===== src/rtl/otter_rf_pkg.sv =====
// Shared types, default sizes and port-slicing helper for the OTTER register file.
package otter_rf_pkg;

   typedef enum logic {CLEAR, RUN} rf_state_t;

   localparam int unsigned XLEN_DEF  = 32;
   localparam int unsigned DEPTH_DEF = 32;

   // LSB of port `port` in a bus of equally sized fields of `width` bits.
   function automatic int unsigned port_lsb(input int unsigned port, input int unsigned width);
      return port * width;
   endfunction

endpackage


===== src/rtl/rf_scoreboard.sv =====
// Pending-write scoreboard: one busy bit per register, with per-port busy lookup.
module rf_scoreboard
   import otter_rf_pkg::*;
#(
   parameter int unsigned DEPTH    = DEPTH_DEF,
   parameter int unsigned AW       = $clog2(DEPTH),
   parameter int unsigned NUM_RD   = 2,
   parameter int unsigned BYPASS   = 1,
   parameter int unsigned ZERO_REG = 1
) (
   input  logic               clk_i,
   input  logic               rst_ni,
   input  logic               issue_en_i,
   input  logic [AW-1:0]      issue_rd_i,
   input  logic               wr_en_i,
   input  logic [AW-1:0]      wa_i,
   input  logic [NUM_RD*AW-1:0] raddr_i,
   output logic [NUM_RD-1:0]  busy_o
);

   logic [DEPTH-1:0] sb_q, sb_d;
   logic [AW-1:0]    lk_addr;

   // Clear first so that a same-cycle issue to the same register wins.
   always_comb begin
      sb_d = sb_q;
      if (wr_en_i) sb_d[wa_i] = 1'b0;
      if (issue_en_i) sb_d[issue_rd_i] = 1'b1;
      if (ZERO_REG != 0) sb_d[0] = 1'b0;
   end

   always_ff @(posedge clk_i) begin
      if (!rst_ni) sb_q <= '0;
      else         sb_q <= sb_d;
   end

   always_comb begin
      busy_o  = '0;
      lk_addr = '0;
      for (int unsigned i = 0; i < NUM_RD; i++) begin
         lk_addr   = raddr_i[port_lsb(i, AW) +: AW];
         busy_o[i] = sb_q[lk_addr];
         if ((BYPASS != 0) && wr_en_i && (wa_i == lk_addr)) busy_o[i] = 1'b0;
         if ((ZERO_REG != 0) && (lk_addr == '0)) busy_o[i] = 1'b0;
      end
   end

endmodule


===== src/rtl/otter_rf_multiport.sv =====
// Multi-read-port OTTER register file with write-first bypass, pending-write
// scoreboard and a post-reset sequence that zeroes every register.
module otter_rf_multiport
   import otter_rf_pkg::*;
#(
   parameter int unsigned XLEN     = XLEN_DEF,
   parameter int unsigned DEPTH    = DEPTH_DEF,
   parameter int unsigned NUM_RD   = 2,
   parameter int unsigned BYPASS   = 1,
   parameter int unsigned ZERO_REG = 1,
   localparam int unsigned AW      = $clog2(DEPTH)
) (
   input  logic                   CLK,
   input  logic                   RST_N,
   input  logic [NUM_RD*AW-1:0]   RF_RADDR,
   output logic [NUM_RD*XLEN-1:0] RF_RDATA,
   output logic [NUM_RD-1:0]      RF_BUSY,
   input  logic [AW-1:0]          RF_WA,
   input  logic [XLEN-1:0]        RF_WD,
   input  logic                   RF_EN,
   input  logic                   RF_ISSUE_EN,
   input  logic [AW-1:0]          RF_ISSUE_RD,
   output logic                   RF_READY
);

   rf_state_t        state_q, state_d;
   logic [AW-1:0]    cnt_q, cnt_d;
   logic [XLEN-1:0]  ram_q [DEPTH];

   logic             run;
   logic             wr_en;
   logic             ram_we;
   logic [AW-1:0]    ram_wa;
   logic [XLEN-1:0]  ram_wd;
   logic [AW-1:0]    rd_addr;
   logic [XLEN-1:0]  rd_data;
   logic [NUM_RD-1:0] sb_busy;

   assign run      = (state_q == RUN);
   assign wr_en    = run && RF_EN;
   assign RF_READY = run;

   always_comb begin
      state_d = state_q;
      cnt_d   = cnt_q;
      case (state_q)
         CLEAR: begin
            cnt_d = cnt_q + 1'b1;
            if (cnt_q == AW'(DEPTH - 1)) state_d = RUN;
         end
         default: ;
      endcase
   end

   always_ff @(posedge CLK) begin
      if (!RST_N) begin
         state_q <= CLEAR;
         cnt_q   <= '0;
      end else begin
         state_q <= state_d;
         cnt_q   <= cnt_d;
      end
   end

   // Single write port shared by the clear sweep and the WB write.
   always_comb begin
      ram_we = 1'b0;
      ram_wa = RF_WA;
      ram_wd = RF_WD;
      if (!run) begin
         ram_we = RST_N;
         ram_wa = cnt_q;
         ram_wd = '0;
      end else if (RF_EN && !((ZERO_REG != 0) && (RF_WA == '0))) begin
         ram_we = RST_N;
      end
   end

   always_ff @(posedge CLK) begin
      if (ram_we) ram_q[ram_wa] <= ram_wd;
   end

   always_comb begin
      RF_RDATA = '0;
      rd_addr  = '0;
      rd_data  = '0;
      for (int unsigned i = 0; i < NUM_RD; i++) begin
         rd_addr = RF_RADDR[port_lsb(i, AW) +: AW];
         rd_data = ram_q[rd_addr];
         if ((BYPASS != 0) && wr_en && (RF_WA == rd_addr)) rd_data = RF_WD;
         if (((ZERO_REG != 0) && (rd_addr == '0)) || !run) rd_data = '0;
         RF_RDATA[port_lsb(i, XLEN) +: XLEN] = rd_data;
      end
   end

   rf_scoreboard #(
      .DEPTH    (DEPTH),
      .AW       (AW),
      .NUM_RD   (NUM_RD),
      .BYPASS   (BYPASS),
      .ZERO_REG (ZERO_REG)
   ) u_scoreboard (
      .clk_i      (CLK),
      .rst_ni     (RST_N),
      .issue_en_i (run && RF_ISSUE_EN),
      .issue_rd_i (RF_ISSUE_RD),
      .wr_en_i    (wr_en),
      .wa_i       (RF_WA),
      .raddr_i    (RF_RADDR),
      .busy_o     (sb_busy)
   );

   assign RF_BUSY = run ? sb_busy : '0;

endmodule


===== config.mk =====
export PLATFORM = sky130hd
export DESIGN_NAME = otter_rf_multiport
export DESIGN_NICKNAME = d
export VERILOG_FILES = /design/src/rtl/otter_rf_pkg.sv /design/src/rtl/rf_scoreboard.sv /design/src/rtl/otter_rf_multiport.sv
export SDC_FILE = /design/constraint.sdc
export NUM_CORES = 1
export LEC_CHECK = 0
export BUFFER_PORTS_ARGS = -buffer_cell sky130_fd_sc_hd__buf_2
export CAP_MARGIN = 20
export CORE_ASPECT_RATIO = 1.4
export CORE_MARGIN = 8
export CORE_UTILIZATION = 55
export CTS_CLUSTER_SIZE = 8
export DETAILED_ROUTE_END_ITERATION = 12
export PLACE_DENSITY_LB_ADDON = 0.3
export SYNTH_ARGS = -nofsm -noshare
export SYNTH_HDL_FRONTEND = slang
export SYNTH_HIERARCHICAL = 1
export SYNTH_SLANG_ARGS = --single-unit
export TNS_END_PERCENT = 100

===== constraint.sdc =====
create_clock -name CLK -period 9.1 [get_ports CLK]
set_clock_uncertainty 0.2 [all_clocks]
set_input_delay 0.455 -clock CLK [delete_from_list [all_inputs] [get_ports CLK]]
set_output_delay 0.455 -clock CLK [all_outputs]
set_load 0.01 [all_outputs]

==> results.txt <==
----------------------------------------------------
[Status]
  Result of the run ... finished, final reports clean

[Detailed routing]
  Number of DRC violations after detailed-routing iteration 0 ... 4970
  Per-cell via count in the routed design ... 7.534
  Average detailed-routed wire length per instance ... 36.08 microns
  # DRC ... 0
  Number of routed nets with antenna violations ... 0
  Final wirelength ... 161200 microns
  Iteration count of the initial detailed-routing pass ... 6
  Overall via count from detail_route ... 33660

[Timing]
  Achievable frequency ... 193.8 MHz
  RSZ-0062 raised after global routing ... false
  Max-slew violation count ... 0
  Final-report hold violation count ... 0
  Setup TNS after final layout ... 0 ns
  Share of the cycle needed by the critical path after routing ... 56.71%
  Actual slew at the worst max-slew pin ... 1.145 ns
  Normalized max-slew margin ... 23.67%
  Final min period ... 5.161 ns
  Number of endpoints failing setup at the final stage ... 0

[Synth]
  Number of synthesized register bits ... 1061
  Yosys warnings ... 6
  Unique masters post-synth ... 59
  Fraction of registers with async set/reset ... 0%
  Net count after synthesis ... 3186
  Synthesized area ... 50810 sq um
  Number of synthesized flops with an enable pin ... 1024
  Synthesized area per cell ... 16.24 sq um
  Instance count of the mapped netlist ... 3128
  Flip-flop cell with the highest count after synthesis ... edfxtp_1
  Sequential element share of the synthesized area ... 61.98%

[Layout]
  Nets ... 3296
  Count of non-filler cells in the finished layout ... 4468
  Antenna diode instance count ... 0
  Leading cell types in the layout, fill and taps excluded ... edfxtp_1 (1024), mux2i_1 (440), mux4_2 (304)
  Leading cell type in the layout, fill and taps excluded ... edfxtp_1
  Fraction of layout instances using a drive strength above 1 ... 22.23%
  Final core area utilization ... 61.92%
  Post-layout instance area ... 56970 sq um
  Layout overhead on the synthesized area ... 12.12%

[CTS]
  CTS-repair resized insts ... 0
  TritonCTS clock tree ... done
  Sinks on Clock Net ... 1061
  Max H-tree Level ... 4
  CTS root buf ... clkbuf_16
  Clk pin slew, worst setup/hold paths ... 0.05 ns
  Clock network latency to the later pin of the worst-skew pair ... 0.76 ns
  Total CTS buffers ... 150
  Maximum buffer depth of the clock tree ... 3

[Floorplanning]
  Initial core utilization ... 55.23%
  Height of the chip ... 375.6 microns
  Count of pins on the block boundary ... 123
  Standard cell core area ... 91990 sq um
  Area enclosed by the die boundary ... 102500 sq um
  Horizontal die dimension ... 272.9 microns
  Placement Rows ... 132

[GRT]
  Wire length of the first global-routing pass ... 231900 microns
  Maximum number of pins on one net before global-route repair ... 114
  Global-route usage over all layers ... 30.92%
  Vias in the first global route ... 34790
  Antenna violations before repair ... 1
  GRT Residual Overflow ... 0

[Pwr]
  Power Total ... 11060 uW
  Power density cells ... 194.2 nW/um^2
  VDD IR max ... 0.2084 mV
  Leak pwr ... 0.01889 uW

[Critical path]
  Req. time, crit path ... 8.45 ns
  CP Max Fanout ... 113
  Kind of critical path ... input port to primary output
  Arrival @ worst endpoint ... 4.51 ns
  CP startpoint kind ... input port
  Critical Path Sink Type ... primary output

[Placement]
  # port buffers ... 122
  DP HPWL ... 85570 microns
  Placer Congestion ... 0.8259
  Placed cell count ... 4276
  Post-detailed-placement cell area ... 52750 sq um

[Hold path]
  Class of the tightest hold or removal check ... input port to flip-flop

[Flow run]
  Max cap viols ... 0

----------------------------------------------------
cells in the mapped netlist (32+ instances only):
cell / number / area share, %
edfxtp_1: 1024 / 61
a221oi_1: 124 / 2.1
buf_2: 104 / 1.0
nand2_1: 86 / 0.64
a22oi_1: 125 / 1.8
a21oi_1: 159 / 1.6
nand3_1: 71 / 0.70
dfxtp_1: 37 / 1.5
nor2_1: 57 / 0.42
o22ai_1: 34 / 0.42
mux2i_1: 440 / 8.7
o21ai_0: 99 / 0.98
clkbuf_1: 115 / 0.85
nand2b_1: 38 / 0.47
a21boi_0: 32 / 0.47
o211ai_1: 32 / 0.47
mux4_2: 304 / 13
and2_1: 38 / 0.47
a221o_1: 62 / 1.2
power by group:
group          switching [uW]  internal (uW)
registers                15.5           5320
logic                     461            296
clock network            2020           2950
total                    2500           8570
routing by layer:
layer	routed length, microns	vias to the layer above	GRT usage, %
met3	19110	668	7.572
met5	0	-	0
met1	53660	16970	37.32
li1	-	13280	-
met2	77780	2747	50.00
met4	10670	0	18.98
state kept, by name, indices dropped and copies added (netlist names):
name               count
u_scoreboard/sb_q     31
ram_q               1024
RF_READY               1
cnt_q                  5
stage by stage:
| step | hold slack, ns | worst slack, ns |
|---|---|---|
| after floorplan | 0.2608 | 5.768 |
| after CTS | 0.1275 | 3.990 |
| after global routing | 0.1871 | 3.800 |
| final | 0.1761 | 3.939 |
| after detailed placement | 0.2949 | 3.995 |
| after global placement | 0.2826 | 3.954 |
kinds of logic after synthesis:
logic type                 synth area share [%]
AOI/OAI and AO/OA                         9.459
xor gates and xnor gates                 0.3620
adders and majority gates               0.04924
buffers and inverters                     2.379
DFF                                       61.98
muxes                                     22.45
and+or+nand+nor                           3.327
worst max-delay path, stage by stage:
cell	delay, ns
buf_8	0.66
buf_12	0.71
buf_4	0.86
mux4_2	0.60
nand2b_1	0.16
nand3_1	0.11
a21oi_1	0.09
a221o_1	0.37
buf_2	0.18
what timing repair did:
item / CTS / global route
setup buffers: 0 / 0
hold endpoints to repair: 31 / 0
hold buffers: 13 / 0
worst paths after layout:
| path | startpoint | cells after the start | endpoint | slack, ns |
|---|---|---|---|---|
| max | RF_RADDR[5] | 9 | RF_RDATA[53] | 3.94 |
| max reg2reg | RF_READY | 4 | ram_q[27][1] | 5.10 |
| min reg2reg | u_scoreboard/sb_q[14] | 2 | u_scoreboard/sb_q[14] | 0.30 |
| min | RF_ISSUE_EN | 6 | u_scoreboard/sb_q[25] | 0.18 |
layout make-up:
type	instances	area, sq um
clock inverters	15	214.0
clock buffers	161	3816
inverters	10	42.54
fillers	6385	35030
well taps	1206	1509
flip-flops and latches	1061	31490
multi-input cells	1800	18450
repair buffers	215	1441
Note: power is estimated with default switching activity, not from simulation.
